File: src/rtl/wb_memtest_pkg.sv
// Shared types and constants for the Wishbone memory pattern tester.
// Latency: n/a (types, constants and elaboration-time helper functions only).
// Backpressure: n/a.
// Contents: FSM state encoding, address-width helper, Galois LFSR tap masks per data width.
package wb_memtest_pkg;

   typedef enum logic [2:0] {
      ST_IDLE,
      ST_WREQ,
      ST_WACK,
      ST_RREQ,
      ST_RACK,
      ST_DONE
   } state_t;

   // Word address width: byte address width minus the byte-lane bits.
   function automatic int addr_bits(input int arch);
      return arch - $clog2(arch / 8);
   endfunction

   // Right-shifting Galois feedback masks (bit n-1 set means x^n term).
   function automatic logic [255:0] lfsr_taps(input int width);
      logic [255:0] t;
      t = '0;
      case (width)
         32: begin
            t[31] = 1'b1; t[21] = 1'b1; t[1] = 1'b1; t[0] = 1'b1;
         end
         64: begin
            t[63] = 1'b1; t[62] = 1'b1; t[60] = 1'b1; t[59] = 1'b1;
         end
         128: begin
            t[127] = 1'b1; t[125] = 1'b1; t[100] = 1'b1; t[98] = 1'b1;
         end
         256: begin
            t[255] = 1'b1; t[253] = 1'b1; t[250] = 1'b1; t[245] = 1'b1;
         end
         default: begin
            t[15] = 1'b1; t[13] = 1'b1; t[12] = 1'b1; t[10] = 1'b1;
         end
      endcase
      return t;
   endfunction

endpackage

File: src/rtl/wb_memtest_if.sv
// Wishbone request/response bundle between the pattern tester and a memory slave.
// Latency: n/a (wires only).
// Backpressure: slave stalls a presented request with bsy; completion signalled by ack.
// Ports: master drives cyc/stb/we/addr/sel/dat_m; slave drives bsy/ack/dat_s.
interface wb_memtest_if
   import wb_memtest_pkg::*;
#(
   parameter int ARCHBITSZ = 16
);
   localparam int ADDRBITSZ = addr_bits(ARCHBITSZ);

   logic                   cyc;
   logic                   stb;
   logic                   we;
   logic [ADDRBITSZ-1:0]   addr;
   logic [ARCHBITSZ/8-1:0] sel;
   logic [ARCHBITSZ-1:0]   dat_m;
   logic [ARCHBITSZ-1:0]   dat_s;
   logic                   bsy;
   logic                   ack;

   modport master (output cyc, stb, we, addr, sel, dat_m, input bsy, ack, dat_s);
   modport slave  (input cyc, stb, we, addr, sel, dat_m, output bsy, ack, dat_s);

endinterface

File: src/rtl/wb_memtest_lfsr.sv
// Galois LFSR generating the write/expected-read data sequence.
// Latency: new state visible one cycle after load or step.
// Backpressure: none; holds state when neither load nor step is asserted.
// Ports: clk_i/rstn_i, load (seed in, 0 replaced by 1), step (advance one state), state (current word).
module wb_memtest_lfsr
   import wb_memtest_pkg::*;
#(
   parameter int WIDTH = 16
)
(
   input  logic             clk_i,
   input  logic             rstn_i,
   input  logic             load,
   input  logic             step,
   input  logic [WIDTH-1:0] seed,
   output logic [WIDTH-1:0] state
);

   localparam logic [255:0]     TAPS_ALL = lfsr_taps(WIDTH);
   localparam logic [WIDTH-1:0] TAPS     = TAPS_ALL[WIDTH-1:0];

   always_ff @(posedge clk_i) begin
      if (!rstn_i) begin
         state <= WIDTH'(1);
      end else if (load) begin
         // An all-zero state would lock the register, so a zero seed becomes 1.
         state <= (seed == '0) ? WIDTH'(1) : seed;
      end else if (step) begin
         state <= (state >> 1) ^ (state[0] ? TAPS : '0);
      end
   end

endmodule

File: src/rtl/wb_memtest.sv
// Wishbone initiator: writes an LFSR pattern over a word range, reads it back and compares.
// Latency: zero-wait slave gives 2 cycles/word per phase; done_o 4*cnt+2 edges after start_i.
// Backpressure: one outstanding access; holds request while bsy, aborts after TIMEOUT idle cycles.
// Ports: clk_i/rstn_i; start_i/base_i/cnt_i/seed_i in; busy/done/pass/timeout/errcnt/erraddr out; wb master.
module wb_memtest
   import wb_memtest_pkg::*;
#(
   parameter  int ARCHBITSZ = 16,
   parameter  int TIMEOUT   = 1024,
   localparam int ADDRBITSZ = addr_bits(ARCHBITSZ)
)
(
   input  logic                 clk_i,
   input  logic                 rstn_i,
   input  logic                 start_i,
   input  logic [ADDRBITSZ-1:0] base_i,
   input  logic [ADDRBITSZ-1:0] cnt_i,
   input  logic [ARCHBITSZ-1:0] seed_i,
   output logic                 busy_o,
   output logic                 done_o,
   output logic                 pass_o,
   output logic                 timeout_o,
   output logic [ADDRBITSZ-1:0] errcnt_o,
   output logic [ADDRBITSZ-1:0] erraddr_o,
   wb_memtest_if.master         wb
);

   localparam int TW = (TIMEOUT > 0) ? $clog2(TIMEOUT + 1) : 1;

   state_t               state, state_nxt;
   logic [ADDRBITSZ-1:0] base_q, cnt_q, addr_q, left_q;
   logic [ADDRBITSZ-1:0] errcnt_q, erraddr_q;
   logic [ARCHBITSZ-1:0] seed_q, lfsr_q;
   logic [TW-1:0]        tcnt_q;
   logic                 busy_q, done_q, pass_q, timeout_q;
   logic                 cyc, stb, we;
   logic                 start_ok, accept, ack_ev, last, tmo;
   logic                 lfsr_load, lfsr_step;

   assign start_ok = (state == ST_IDLE) && start_i;
   assign accept   = stb && !wb.bsy;
   assign ack_ev   = ((state == ST_WACK) || (state == ST_RACK)) && wb.ack;
   assign last     = (left_q == ADDRBITSZ'(1));

   // Counts cycles since the last accept/ack; only grows while stalled or awaiting ack.
   generate
      if (TIMEOUT == 0) begin : g_no_tmo
         assign tmo = 1'b0;
      end else begin : g_tmo
         assign tmo = cyc && !accept && !ack_ev && (tcnt_q == TW'(TIMEOUT - 1));
      end
   endgenerate

   always_ff @(posedge clk_i) begin
      if (!rstn_i) state <= ST_IDLE;
      else         state <= state_nxt;
   end

   always_comb begin
      state_nxt = state;
      case (state)
         ST_IDLE: if (start_i) state_nxt = (cnt_i == '0) ? ST_DONE : ST_WREQ;
         ST_WREQ: if (tmo) state_nxt = ST_DONE; else if (accept) state_nxt = ST_WACK;
         ST_WACK: if (tmo) state_nxt = ST_DONE; else if (wb.ack) state_nxt = last ? ST_RREQ : ST_WREQ;
         ST_RREQ: if (tmo) state_nxt = ST_DONE; else if (accept) state_nxt = ST_RACK;
         ST_RACK: if (tmo) state_nxt = ST_DONE; else if (wb.ack) state_nxt = last ? ST_DONE : ST_RREQ;
         ST_DONE: state_nxt = ST_IDLE;
         default: state_nxt = ST_IDLE;
      endcase
   end

   always_comb begin
      cyc = 1'b0;
      stb = 1'b0;
      we  = 1'b0;
      case (state)
         ST_WREQ: begin cyc = 1'b1; stb = 1'b1; we = 1'b1; end
         ST_WACK: begin cyc = 1'b1; we = 1'b1; end
         ST_RREQ: begin cyc = 1'b1; stb = 1'b1; end
         ST_RACK: cyc = 1'b1;
         default: ;
      endcase
   end

   // Word i carries the LFSR state after i steps; the read phase replays from the seed.
   assign lfsr_load = start_ok || (ack_ev && (state == ST_WACK) && last);
   assign lfsr_step = ack_ev && !((state == ST_WACK) && last);

   wb_memtest_lfsr #(.WIDTH(ARCHBITSZ)) u_lfsr (
      .clk_i  (clk_i),
      .rstn_i (rstn_i),
      .load   (lfsr_load),
      .step   (lfsr_step),
      .seed   (start_ok ? seed_i : seed_q),
      .state  (lfsr_q)
   );

   always_ff @(posedge clk_i) begin
      if (!rstn_i) begin
         base_q    <= '0;
         cnt_q     <= '0;
         addr_q    <= '0;
         left_q    <= '0;
         seed_q    <= '0;
         errcnt_q  <= '0;
         erraddr_q <= '0;
         tcnt_q    <= '0;
         busy_q    <= 1'b0;
         done_q    <= 1'b0;
         pass_q    <= 1'b0;
         timeout_q <= 1'b0;
      end else begin
         done_q <= (state == ST_DONE);
         if (start_ok || accept || ack_ev) tcnt_q <= '0;
         else if (cyc)                     tcnt_q <= tcnt_q + 1'b1;

         if (start_ok) begin
            base_q    <= base_i;
            cnt_q     <= cnt_i;
            addr_q    <= base_i;
            left_q    <= cnt_i;
            seed_q    <= seed_i;
            errcnt_q  <= '0;
            erraddr_q <= '0;
            busy_q    <= 1'b1;
            pass_q    <= 1'b0;
            timeout_q <= 1'b0;
         end

         if (state == ST_DONE) begin
            busy_q <= 1'b0;
            pass_q <= (errcnt_q == '0) && !timeout_q;
         end

         if (tmo) begin
            timeout_q <= 1'b1;
            erraddr_q <= addr_q;
         end else if (ack_ev) begin
            if (last) begin
               addr_q <= base_q;
               left_q <= cnt_q;
            end else begin
               addr_q <= addr_q + 1'b1;
               left_q <= left_q - 1'b1;
            end
            if ((state == ST_RACK) && (wb.dat_s != lfsr_q)) begin
               // Count saturates, so it never returns to zero and erraddr latches once.
               if (errcnt_q == '0) erraddr_q <= addr_q;
               if (errcnt_q != '1) errcnt_q  <= errcnt_q + 1'b1;
            end
         end
      end
   end

   assign wb.cyc   = cyc;
   assign wb.stb   = stb;
   assign wb.we    = we;
   assign wb.addr  = addr_q;
   assign wb.sel   = '1;
   assign wb.dat_m = lfsr_q;

   assign busy_o    = busy_q;
   assign done_o    = done_q;
   assign pass_o    = pass_q;
   assign timeout_o = timeout_q;
   assign errcnt_o  = errcnt_q;
   assign erraddr_o = erraddr_q;

endmodule

File: src/flat_wrapper.sv
// flat-port wrapper written by rule: the top's interface ports become plain ports
module wb_memtest_flat import wb_memtest_pkg::*;
#(
   parameter  int ARCHBITSZ = 16,
   parameter  int TIMEOUT   = 1024,
   localparam int ADDRBITSZ = addr_bits(ARCHBITSZ)
)
  (clk_i, rstn_i, start_i, base_i, cnt_i, seed_i, busy_o, done_o, pass_o, timeout_o, errcnt_o, erraddr_o, wb_cyc, wb_stb, wb_we, wb_addr, wb_sel, wb_dat_m, wb_bsy, wb_ack, wb_dat_s);
  wb_memtest_if #(.ARCHBITSZ(ARCHBITSZ)) wb_i ();
  input  logic clk_i;
  input  logic rstn_i;
  input  logic start_i;
  input  logic [ADDRBITSZ-1:0] base_i;
  input  logic [ADDRBITSZ-1:0] cnt_i;
  input  logic [ARCHBITSZ-1:0] seed_i;
  output logic busy_o;
  output logic done_o;
  output logic pass_o;
  output logic timeout_o;
  output logic [ADDRBITSZ-1:0] errcnt_o;
  output logic [ADDRBITSZ-1:0] erraddr_o;
  output wire logic [$bits(wb_i.cyc)-1:0] wb_cyc;
  output wire logic [$bits(wb_i.stb)-1:0] wb_stb;
  output wire logic [$bits(wb_i.we)-1:0] wb_we;
  output wire logic [$bits(wb_i.addr)-1:0] wb_addr;
  output wire logic [$bits(wb_i.sel)-1:0] wb_sel;
  output wire logic [$bits(wb_i.dat_m)-1:0] wb_dat_m;
  input wire logic [$bits(wb_i.bsy)-1:0] wb_bsy;
  input wire logic [$bits(wb_i.ack)-1:0] wb_ack;
  input wire logic [$bits(wb_i.dat_s)-1:0] wb_dat_s;
  assign wb_cyc = wb_i.cyc;
  assign wb_stb = wb_i.stb;
  assign wb_we = wb_i.we;
  assign wb_addr = wb_i.addr;
  assign wb_sel = wb_i.sel;
  assign wb_dat_m = wb_i.dat_m;
  assign wb_i.bsy = wb_bsy;
  assign wb_i.ack = wb_ack;
  assign wb_i.dat_s = wb_dat_s;
  wb_memtest #(.ARCHBITSZ(ARCHBITSZ), .TIMEOUT(TIMEOUT)) u_core (.clk_i(clk_i), .rstn_i(rstn_i), .start_i(start_i), .base_i(base_i), .cnt_i(cnt_i), .seed_i(seed_i), .busy_o(busy_o), .done_o(done_o), .pass_o(pass_o), .timeout_o(timeout_o), .errcnt_o(errcnt_o), .erraddr_o(erraddr_o), .wb(wb_i));
endmodule
File: config.mk
export PLATFORM = sky130hd
export DESIGN_NAME = wb_memtest_flat
export DESIGN_NICKNAME = d
export VERILOG_FILES = /design/src/rtl/wb_memtest_pkg.sv /design/src/rtl/wb_memtest_if.sv /design/src/rtl/wb_memtest_lfsr.sv /design/src/rtl/wb_memtest.sv /design/src/flat_wrapper.sv
export SDC_FILE = /design/constraint.sdc
export NUM_CORES = 1
export LEC_CHECK = 0
export ABC_AREA = 1
export BUFFER_PORTS_ARGS = -buffer_cell sky130_fd_sc_hd__buf_2
export CAP_MARGIN = 20
export CORE_ASPECT_RATIO = 1.2
export CORE_UTILIZATION = 55
export DETAILED_ROUTE_END_ITERATION = 12
export HOLD_SLACK_MARGIN = 0.05
export PLACE_DENSITY = 0.79
export SYNTH_ARGS = -nofsm -noshare
export SYNTH_HDL_FRONTEND = slang
export SYNTH_SLANG_ARGS = --single-unit
File: constraint.sdc
create_clock -name clk_i -period 4.3 [get_ports clk_i]
set_clock_uncertainty 0.15 [all_clocks]
set_input_delay 1.29 -clock clk_i [delete_from_list [all_inputs] [get_ports clk_i]]
set_output_delay 1.29 -clock clk_i [all_outputs]
set_load 0.03 [all_outputs]
==> results.md <==
* Crit Path Class: flop to primary output
* Fin. max-slew vios at 0
* Vias in the first global route at 7172
* CP Capture Type: primary output
* YS warnings at 0
* First-pass GRT wire length at 33.48 mm
* Gpl congestion at 0.8905
* Pre-Repair DR Iteration Count at 5
* CTS tree: yes
* Average routed wire per standard cell at 14.09 um
* H-tree levels at 4
* Yosys reg bits at 140
* Core box area at 13410 um2
* Drt total wl at 20.67 mm
* Final ANT Viol Nets at 0
* Longest Clk Path Bufs at 2
* Total CTS buffers at 17
* Worst vdd ir at 0.0003755 V
* Leakage power at 4.433 nW
* Via Count at 7892
* Root buf cell: clkbuf_16
* Die W at 110.0 um
* Worst-path clk slew at 0.06 ns
* Yosys cell types at 49
* Top post-synthesis cells by area: dfxtp_1 36%, nand2_1 14%, inv_1 7.6%
* # hold bufs at CTS at 0
* Die Ht at 131.5 um
* Hold/Removal Path Class: flop to flop
* CTS Sinks at 140
* Standard-cell rows at 46
* Comb pwr share at 39.2%
* Slew margin rel. at 27.21%
* I/O Buffers at 134
* Post-synth EDFFs at 0
* Worst Tran Pin Value at 1.089 ns
* Min Tclk post-route at 2.978 ns
* Switching power at 2.178 mW
* Data required, critical path at 2.86 ns
* Crit path DAT at 1.54 ns
* Yosys top cell by area: dfxtp_1
* Initial DRC Count at 521
* Cell-internal power at 2.981 mW
* I/O Pins at 137
* Resize count post-CTS at 0
* Part of the cycle the worst path needs at 69.25%
* Congestion Overflow GR at 0
* Initial Utilization at 57.35%
* Initial antenna violation count at 2
* Drt drc at 0
* Max Cap Viol at 0
* Global-route usage over all layers at 28.90%
* Seq/Total Area, Yosys at 36.44%
* HPWL after DPL at 14.24 mm
* Top_reg_cell synth: dfxtp_1
* Die area at 14460 um2
* Achievable frequency at 335.8 MHz
* Outcome: complete, no violations
* Finished Core Util at 66.47%
* Via density at 5.380
* Yosys top cell area share at 36.44%
* Switching share of total power at 42.22%
* Largest net degree at the start of global routing at 71
* Clock latency on the worst-skew pair at 0.42 ns
* Ys async rst share at 0%
* Final Hold Vio Count at 0
* # setup viols final at 0
* Hold WS at 0.3075 ns
* Clock network fraction of design power at 26.7%
* Unrepaired setup endpoints after global routing: false
* Post-Syn Area at 7691 um2
* Area grow syn2layout at 15.89%
* Peak fanout along the critical path at 5
* Crit start category: flop
* Setup TNS at 0 ns
* Seq pwr share at 34.1%
* Synth Instances at 1175
* Nets at 1358
* Share of layout cells above drive strength 1 at 16.56%
* # Post-CTS Setup Buffers at 0
* PD cells at 578.8 nW/um2
* Avg Inst Size Synth at 6.546 um2
-- cells by family after synthesis --
family | count (synthesis) | synth area share (%)
adder cells (fa/ha/maj) | 6 | 0.9761
buffers and inverters | 213 | 11.76
AND/OR/NAND/NOR | 573 | 32.11
other | 1 | 0.04876
flip-flops | 140 | 36.44
XOR/XNOR | 28 | 3.189
AO/OA/AOI/OAI | 214 | 15.47
-- worst max-delay path, stage by stage (launching register included) --
cell and delay [ns]:
dfxtp_1 0.35, inv_2 0.12, nand2_2 0.10, nor2_1 0.15, inv_1 0.08, nand2_1 0.11, buf_2 0.21
-- power by group through the flow --
stage / clock [mW] / sequential, mW / combinational (mW)
floorplan: 0 / 1.91 / 1.38
global placement: 0 / 1.78 / 1.96
detailed placement: 0 / 1.78 / 2.00
CTS: 1.39 / 1.76 / 2.01
global route: 1.46 / 1.79 / 2.26
finish: 1.38 / 1.76 / 2.02
-- per-layer routing --
layer,GRT usage (%),vias to the layer above,wire (um)
li1,-,3970,-
met1,35.53,3584,8658
met2,48.26,295,10040
met3,6.448,41,1443
met4,10.96,2,516
met5,0,-,11
-- stage by stage --
step	area (um2)	std cells	worst slack, ns	total power, mW
2_1_floorplan	7695	1176	1.813	3.289
3_3_place_gp	8354	1434	1.004	3.737
3_5_place_dp	8354	1434	0.9391	3.776
4_1_cts	8911	1466	1.323	5.156
5_1_grt	8911	1466	1.126	5.508
6_report	8914	1467	1.322	5.159
-- layout make-up --
cell class                 instances  area (um2)
antenna                            1       2.502
clock buffer                      22       464.2
clock inverter                    10       92.59
fill                            1260        4497
inverter                         162       610.6
multi-input combinational        823        3995
sequential                       140        2803
tap                              168       210.2
timing repair buffer             141       735.7
-- flip-flops by register name, summed over array words and instances, names as in the netlist --
| signal | count |
|---|---|
| u_core.state | 3 |
| u_core.pass_o | 1 |
| u_core.wb.addr | 15 |
| u_core.tcnt_q | 11 |
| u_core.u_lfsr.state | 16 |
| u_core.base_q | 15 |
| u_core.seed_q | 16 |
| u_core.left_q | 15 |
| u_core.cnt_q | 15 |
| u_core.erraddr_o | 15 |
| u_core.done_o | 1 |
| u_core.errcnt_o | 15 |
| u_core.busy_o | 1 |
| u_core.timeout_o | 1 |
-- Yosys cell counts, types with 2 or more instances --
cell type and instances:
a211oi_1 3, a21oi_1 91, a21oi_2 10, a22o_1 2, a31oi_1 4, and3_1 2, buf_1 6, buf_2 19
buf_4 6, buf_6 6, clkbuf_1 13, dfxtp_1 140, ha_1 6, inv_1 155, inv_2 6, nand2_1 286
nand2_2 7, nand2_4 2, nand3_1 88, nand3_2 5, nand3b_1 3, nand4_1 9, nor2_1 142, nor2_2 2
nor2_4 5, nor3_1 13, nor3_2 2, o211ai_1 14, o21ai_0 70, o21ai_1 9, o21bai_1 2, o22ai_1 4
xnor2_1 8, xor2_1 20
-- final timing paths --
kind / cells past startpoint / endpoint / startpoint / slack [ns]
worst max-delay path: 6 / wb_we / u_core.state[2]$_SDFFE_PN0P_ / 1.32
worst min register to register: 2 / u_core.base_q[8]$_SDFFE_PN0N_ / u_core.base_q[8]$_SDFFE_PN0N_ / 0.31
worst min-delay path: 2 / u_core.base_q[8]$_SDFFE_PN0N_ / u_core.base_q[8]$_SDFFE_PN0N_ / 0.31
worst max register to register: 8 / u_core.left_q[13]$_SDFF_PN0_ / u_core.left_q[1]$_SDFF_PN0_ / 1.62
-- cell usage in the layout (no fill, tap or decap), types with 4 or more instances in the layout --
cell type,n
inv_1,155
nand3_1,88
nor3_1,13
nor2_4,6
clkinv_4,4
nand3_2,5
nand2_2,8
o211ai_1,14
a21oi_2,10
xor2_1,20
ha_1,6
dfxtp_1,140
nor2_1,142
a31oi_1,4
nand2_1,285
a21oi_1,91
o21ai_0,70
buf_2,134
inv_2,6
o21ai_1,9
xnor2_1,8
clkbuf_16,17
o22ai_1,4
clkinv_2,4
nand4_1,9
buf_4,6
(Power assumes the default switching activity.)
